$ cat src/rtl/piso_stream_pkg.sv
// rtl/piso_stream_pkg.sv - shared types and helpers for the piso_stream shifter
package piso_stream_pkg;

  typedef enum logic {
    IDLE  = 1'b0,
    SHIFT = 1'b1
  } state_t;

  // Widest word the parity helper folds; narrower words are zero-extended, which keeps the parity.
  localparam int PAR_W = 64;

  // Wide enough to hold WIDTH+1 so the parity build shares the same counter width.
  function automatic int cnt_w(input int width);
    return $clog2(width + 2);
  endfunction

  function automatic logic even_parity(input logic [PAR_W-1:0] v);
    return ^v;
  endfunction

endpackage

$ cat src/rtl/piso_stream_if.sv
// rtl/piso_stream_if.sv - parallel load and serial output handshake bundle for piso_stream
interface piso_stream_if #(
  parameter int WIDTH = 8
);
  import piso_stream_pkg::*;

  logic [WIDTH-1:0] pi;
  logic             pi_valid;
  logic             pi_ready;
  logic             so;
  logic             so_valid;
  logic             so_ready;
  logic             so_last;
  logic             busy;

  modport master (
    output pi, pi_valid, so_ready,
    input  pi_ready, so, so_valid, so_last, busy
  );

  modport slave (
    input  pi, pi_valid, so_ready,
    output pi_ready, so, so_valid, so_last, busy
  );

endinterface

$ cat src/rtl/piso_stream.sv
// rtl/piso_stream.sv - parallel-in/serial-out shifter; PISO_STREAM_PARITY_EN appends an even-parity bit
module piso_stream
  import piso_stream_pkg::*;
#(
  parameter int WIDTH     = 8,
  parameter int MSB_FIRST = 1
) (
  input logic         clk,
  input logic         rst,
  piso_stream_if.slave bus
);

  localparam int CW = cnt_w(WIDTH);
`ifdef PISO_STREAM_PARITY_EN
  localparam int NBITS = WIDTH + 1;
`else
  localparam int NBITS = WIDTH;
`endif

  state_t           r_state;
  logic [NBITS-1:0] r_sh;
  logic [CW-1:0]    r_cnt;

  logic             w_so_valid;
  logic             w_so_last;
  logic             w_pi_ready;
  logic             w_load;
  logic             w_take;
  logic [NBITS-1:0] w_word;

`ifdef PISO_STREAM_PARITY_EN
  logic w_par;
  assign w_par  = even_parity(PAR_W'(bus.pi));
  // Parity sits just past the last data bit in the shift direction.
  assign w_word = (MSB_FIRST != 0) ? {bus.pi, w_par} : {w_par, bus.pi};
`else
  assign w_word = bus.pi;
`endif

  assign w_so_valid = (r_state == SHIFT);
  assign w_so_last  = w_so_valid && (r_cnt == CW'(1));
  assign w_pi_ready = !w_so_valid || (w_so_last && bus.so_ready);
  assign w_load     = bus.pi_valid && w_pi_ready;
  assign w_take     = w_so_valid && bus.so_ready;

  always_ff @(posedge clk) begin
    if (rst) begin
      r_state <= IDLE;
      r_sh    <= '0;
      r_cnt   <= '0;
    end else if (w_load) begin
      r_state <= SHIFT;
      r_sh    <= w_word;
      r_cnt   <= CW'(NBITS);
    end else if (w_take) begin
      if (r_cnt == CW'(1)) begin
        r_state <= IDLE;
        r_sh    <= '0;
        r_cnt   <= '0;
      end else begin
        r_sh  <= (MSB_FIRST != 0) ? (r_sh << 1) : (r_sh >> 1);
        r_cnt <= r_cnt - CW'(1);
      end
    end
  end

  // The current bit always sits at the outgoing end, so so is 0 whenever the register is cleared.
  assign bus.so       = (MSB_FIRST != 0) ? r_sh[NBITS-1] : r_sh[0];
  assign bus.so_valid = w_so_valid;
  assign bus.so_last  = w_so_last;
  assign bus.pi_ready = w_pi_ready;
  assign bus.busy     = w_so_valid;

endmodule

$ cat src/flat_wrapper.sv
// flat-port wrapper written by rule: the top's interface ports become plain ports
module piso_stream_flat import piso_stream_pkg::*;
#(
  parameter int WIDTH     = 8,
  parameter int MSB_FIRST = 1
)
  (clk, rst, bus_pi, bus_pi_valid, bus_so_ready, bus_pi_ready, bus_so, bus_so_valid, bus_so_last, bus_busy);
  piso_stream_if #(.WIDTH(WIDTH)) bus_i ();
  input logic clk;
  input logic rst;
  input wire logic [$bits(bus_i.pi)-1:0] bus_pi;
  input wire logic [$bits(bus_i.pi_valid)-1:0] bus_pi_valid;
  input wire logic [$bits(bus_i.so_ready)-1:0] bus_so_ready;
  output wire logic [$bits(bus_i.pi_ready)-1:0] bus_pi_ready;
  output wire logic [$bits(bus_i.so)-1:0] bus_so;
  output wire logic [$bits(bus_i.so_valid)-1:0] bus_so_valid;
  output wire logic [$bits(bus_i.so_last)-1:0] bus_so_last;
  output wire logic [$bits(bus_i.busy)-1:0] bus_busy;
  assign bus_i.pi = bus_pi;
  assign bus_i.pi_valid = bus_pi_valid;
  assign bus_i.so_ready = bus_so_ready;
  assign bus_pi_ready = bus_i.pi_ready;
  assign bus_so = bus_i.so;
  assign bus_so_valid = bus_i.so_valid;
  assign bus_so_last = bus_i.so_last;
  assign bus_busy = bus_i.busy;
  piso_stream #(.WIDTH(WIDTH), .MSB_FIRST(MSB_FIRST)) u_core (.clk(clk), .rst(rst), .bus(bus_i));
endmodule
$ cat config.mk
export PLATFORM = sky130hd
export DESIGN_NAME = piso_stream_flat
export DESIGN_NICKNAME = d
export VERILOG_FILES = /design/src/rtl/piso_stream_pkg.sv /design/src/rtl/piso_stream_if.sv /design/src/rtl/piso_stream.sv /design/src/flat_wrapper.sv
export SDC_FILE = /design/constraint.sdc
export NUM_CORES = 1
export LEC_CHECK = 0
export CAP_MARGIN = 20
export CORE_MARGIN = 5
export CORE_UTILIZATION = 25
export DETAILED_ROUTE_END_ITERATION = 10
export GPL_ROUTABILITY_DRIVEN = 0
export PLACE_DENSITY = 0.5
export SLEW_MARGIN = 20
export SYNTH_ARGS = -nofsm -noshare
export SYNTH_HDL_FRONTEND = slang
export SYNTH_SLANG_ARGS = --single-unit
$ cat constraint.sdc
create_clock -name clk -period 2.2 [get_ports clk]
set_input_delay 0.66 -clock clk [delete_from_list [all_inputs] [get_ports clk]]
set_output_delay 0.66 -clock clk [all_outputs]
set_load 0.02 [all_outputs]
==> results.md <==
- Fmax: 469.7 MHz
- Sequential share of power: 47.5%
- CTS Sinks: 13
- Layout cell share with drive strength beyond 1: 25.96%
- Mapped cell area: 691.9 µm²
- HPWL Detailed: roughly 1.3 mm
- Final hold violation count: 0
- TritonCTS clock tree: done
- Outcome: complete, no violations
- Ant diodes: 0
- DRT antenna net count: 0
- Worst setup SP type: flop
- CP max-delay cell: or3b_4
- Clk Latency, worst-skew pair: around 0.28 ns
- Worst relative slew slack: roughly 67%
- Port Buf Inserts: 16
- GRT overflow: 0
- Boundary pin count: 17
- Final Cycle Share: around 97%
- Synth area leaders: dfxtp_1 (38%), a311oi_1 (8.9%), o211ai_1 (8.7%), nand3_1 (7.2%), nor2_1 (4.3%)
- Cts hold-fix bufs: 0
- Cells along the critical path: inv_2 -> ha_2 -> or3b_4 -> nor2_4 -> buf_6
- CP max stage delay: just under 0.4 ns
- Final core occ: 36.61%
- Finished Cell Area: 992.2 µm²
- Tot GR Track Use: 10.00%
- Clock power share: 27.7%
- CTS Buf Count: 3
- Net Sw Frac: 29.24%
- FP Rows: 19
- Top-area cell type share of the netlist area: 37.61%
- Post-layout minimum cycle time: 2.129 ns
- Synthesized Nets: 93
- Final std cells w/o fill: 135
- Total Power: around 0.56 mW
- Setup WS pre-CTS: -0.5628 ns
- Placed insts: 131
- Global-route wire length before repair: 3.118 mm
- Syn avg cell area: ~8.8 µm²
- NetSw: 0.1646 mW
- Pins Over Slew Limit: 0
- Post-CTS Setup Inserts: 0
- Clk_skew: 0.004308 ns
- Crit Path Category: reg2out
- DR WL/cell: 13.02 µm
- Max Cap Violations: 0
- Yosys reg bits: 13
- Worst vdd ir: 211.9 µV
- Actual slew at the worst max-slew pin: 0.4935 ns
- DRC: 0
- Clk slew on worst S/H paths: 0.09 ns
- Die Y: 62.61 µm
- H-tree depth: 1
- CP Capture Type: output port
- Req. time, crit path: 1.54 ns
- Initial antenna violation count: 0
- Clk buf depth: 2
- LEAKAGE: 0.3754 nW
- Die area: just under 4000 µm²
- Fillers: 305
- # nets final: between 100 and 150
- Vias: 683
- DIE WIDTH: between 60 and 70 µm
- Placed cell areas: 943.4 µm²
- Distinct cells, synth: 27
- Worst setup margin: 0.07108 ns
- Worst Path Arrival: 1.47 ns
- Core area: 2710 µm²
- 1st-iter DRT viols: 15
- Synth area leader: dfxtp_1
- Worst hold path type: reg2reg
- Cell Pwr Density: roughly 570 nW/µm²
- Setup Viol. Count Final: 0
- Area grow syn2layout: 43.40%
- Post-Route WL: 1.758 mm
- Number of global-route vias before repair: 699
- Largest fanout on the critical path: 2
- Synth warnings: 0
- Vias per Instance: a little over 5
- Largest net degree at the start of global routing: 15
- Sequential-to-total area share from yosys stat: 37.61%
- Internal Power: 0.3983 mW
- Combinational Power Share: 24.8%
- Root Driver: clkbuf_4
- RSZ-0062 raised after global routing: false
- Drt first pass iters: 4
- Starting density of the core: 25.53%
- Post-Synthesis Cells: 79
==> worst paths after layout <==
| kind | to | cells past startpoint | start | slack, ns |
|---|---|---|---|---|
| max | bus_so_last | 5 | u_core.r_cnt[1] | 0.07 |
| min | u_core.r_sh[0] | 2 | u_core.r_sh[0] | 0.48 |
| max reg2reg | u_core.r_cnt[2] | 6 | u_core.r_cnt[1] | 0.60 |
| min reg2reg | u_core.r_sh[0] | 2 | u_core.r_sh[0] | 0.48 |
==> through the flow <==
stage / hold slack (ns) / setup TNS, ns
2_1_floorplan: 0.4481 / 0
5_1_grt: 0.5166 / 0
4_1_cts: 0.4772 / 0
3_3_place_gp: 0.4600 / -0.6533
6_report: 0.4783 / 0
3_5_place_dp: 0.4654 / -0.6520
==> registers in the layout, summed over array words and instances, names as in the netlist <==
register	flops
u_core.bus.busy	1
u_core.r_sh	8
u_core.r_cnt	4
==> final cells by class <==
type	count	area (µm²)	area share (%)
inverter	4	15.01	1.513
clock buffer	4	26.28	2.648
tap	31	38.79	3.909
timing repair buffer	28	251.5	25.35
sequential	13	261.5	26.36
multi-input combinational	55	399.1	40.23
==> placed cells by master, fill, tap and decap left out, types with 2 or more instances in the layout <==
| cell | n |
|---|---|
| nand3_1 | 10 |
| clkdlybuf4s50_1 | 13 |
| clkbuf_4 | 3 |
| buf_6 | 2 |
| buf_4 | 12 |
| inv_2 | 2 |
| o211ai_1 | 8 |
| a21oi_1 | 3 |
| nor2_1 | 7 |
| dfxtp_1 | 12 |
| inv_1 | 2 |
| a311oi_1 | 7 |
==> power groups by stage <==
stage | Sequential (mW) | Clock (mW) | Combinational [mW]
floorplan | 0.274 | 0 | 0.0723
global placement | 0.271 | 0 | 0.136
detailed placement | 0.272 | 0 | 0.137
CTS | 0.267 | 0.162 | 0.138
global route | 0.269 | 0.175 | 0.154
finish | 0.267 | 0.156 | 0.140
==> repair_timing <==
action | in CTS | in global routing
gates resized for setup | 12 | 8
endpoints found under the setup margin | 2 | 2
pin swaps | 1 | 1
==> cells in the mapped netlist <==
| cell | number |
|---|---|
| dfxtp_1 | 13 |
| nand3_1 | 10 |
| nor2_1 | 8 |
| o211ai_1 | 8 |
| a311oi_1 | 7 |
| a21oi_1 | 3 |
| buf_2 | 3 |
| inv_1 | 3 |
| buf_4 | 2 |
| clkbuf_1 | 2 |
| ha_1 | 2 |
| nand2b_1 | 2 |
| or3b_1 | 2 |
| a221oi_2 | 1 |
| a31oi_1 | 1 |
| and3b_1 | 1 |
| and4bb_1 | 1 |
| inv_2 | 1 |
| mux2_4 | 1 |
| mux2i_1 | 1 |
| nand2_1 | 1 |
| nand2_2 | 1 |
| nand4_1 | 1 |
| o21ai_0 | 1 |
| o21ai_1 | 1 |
| or3_1 | 1 |
| or4_1 | 1 |
==> cells by family (layout without fill, tap and decap cells) <==
| group | count (synthesis) | after routing | share of synthesized area, % |
|---|---|---|---|
| and+or+nand+nor | 29 | 29 | 23.33 |
| AOI/OAI and AO/OA | 22 | 22 | 24.23 |
| muxes | 2 | 2 | 3.616 |
| buffers and inverters | 11 | 36 | 7.593 |
| adders and majority gates | 2 | 2 | 3.616 |
| DFF | 13 | 13 | 37.61 |
==> worst max-delay path: cells and delay by family, from the launching register on <==
| kind | cells | cell delay (ns) |
|---|---|---|
| fa+ha+maj | 1 | 0.16 |
| flops | 1 | 0.33 |
| simple gates | 2 | 0.52 |
| buf+inv | 2 | 0.17 |
==> per-layer routing <==
metal | share of wire (%) | vias up | wire length (µm) | track usage (%)
li1 | - | 348 | - | -
met1 | 48 | 307 | 842 | 12.36
met2 | 44 | 23 | 770 | 15.16
met3 | 6.1 | 5 | 108 | 3.237
met4 | 2.0 | 0 | 36 | 5.570
met5 | 0 | - | 0 | 0
Power figures use the tool's default switching activity.
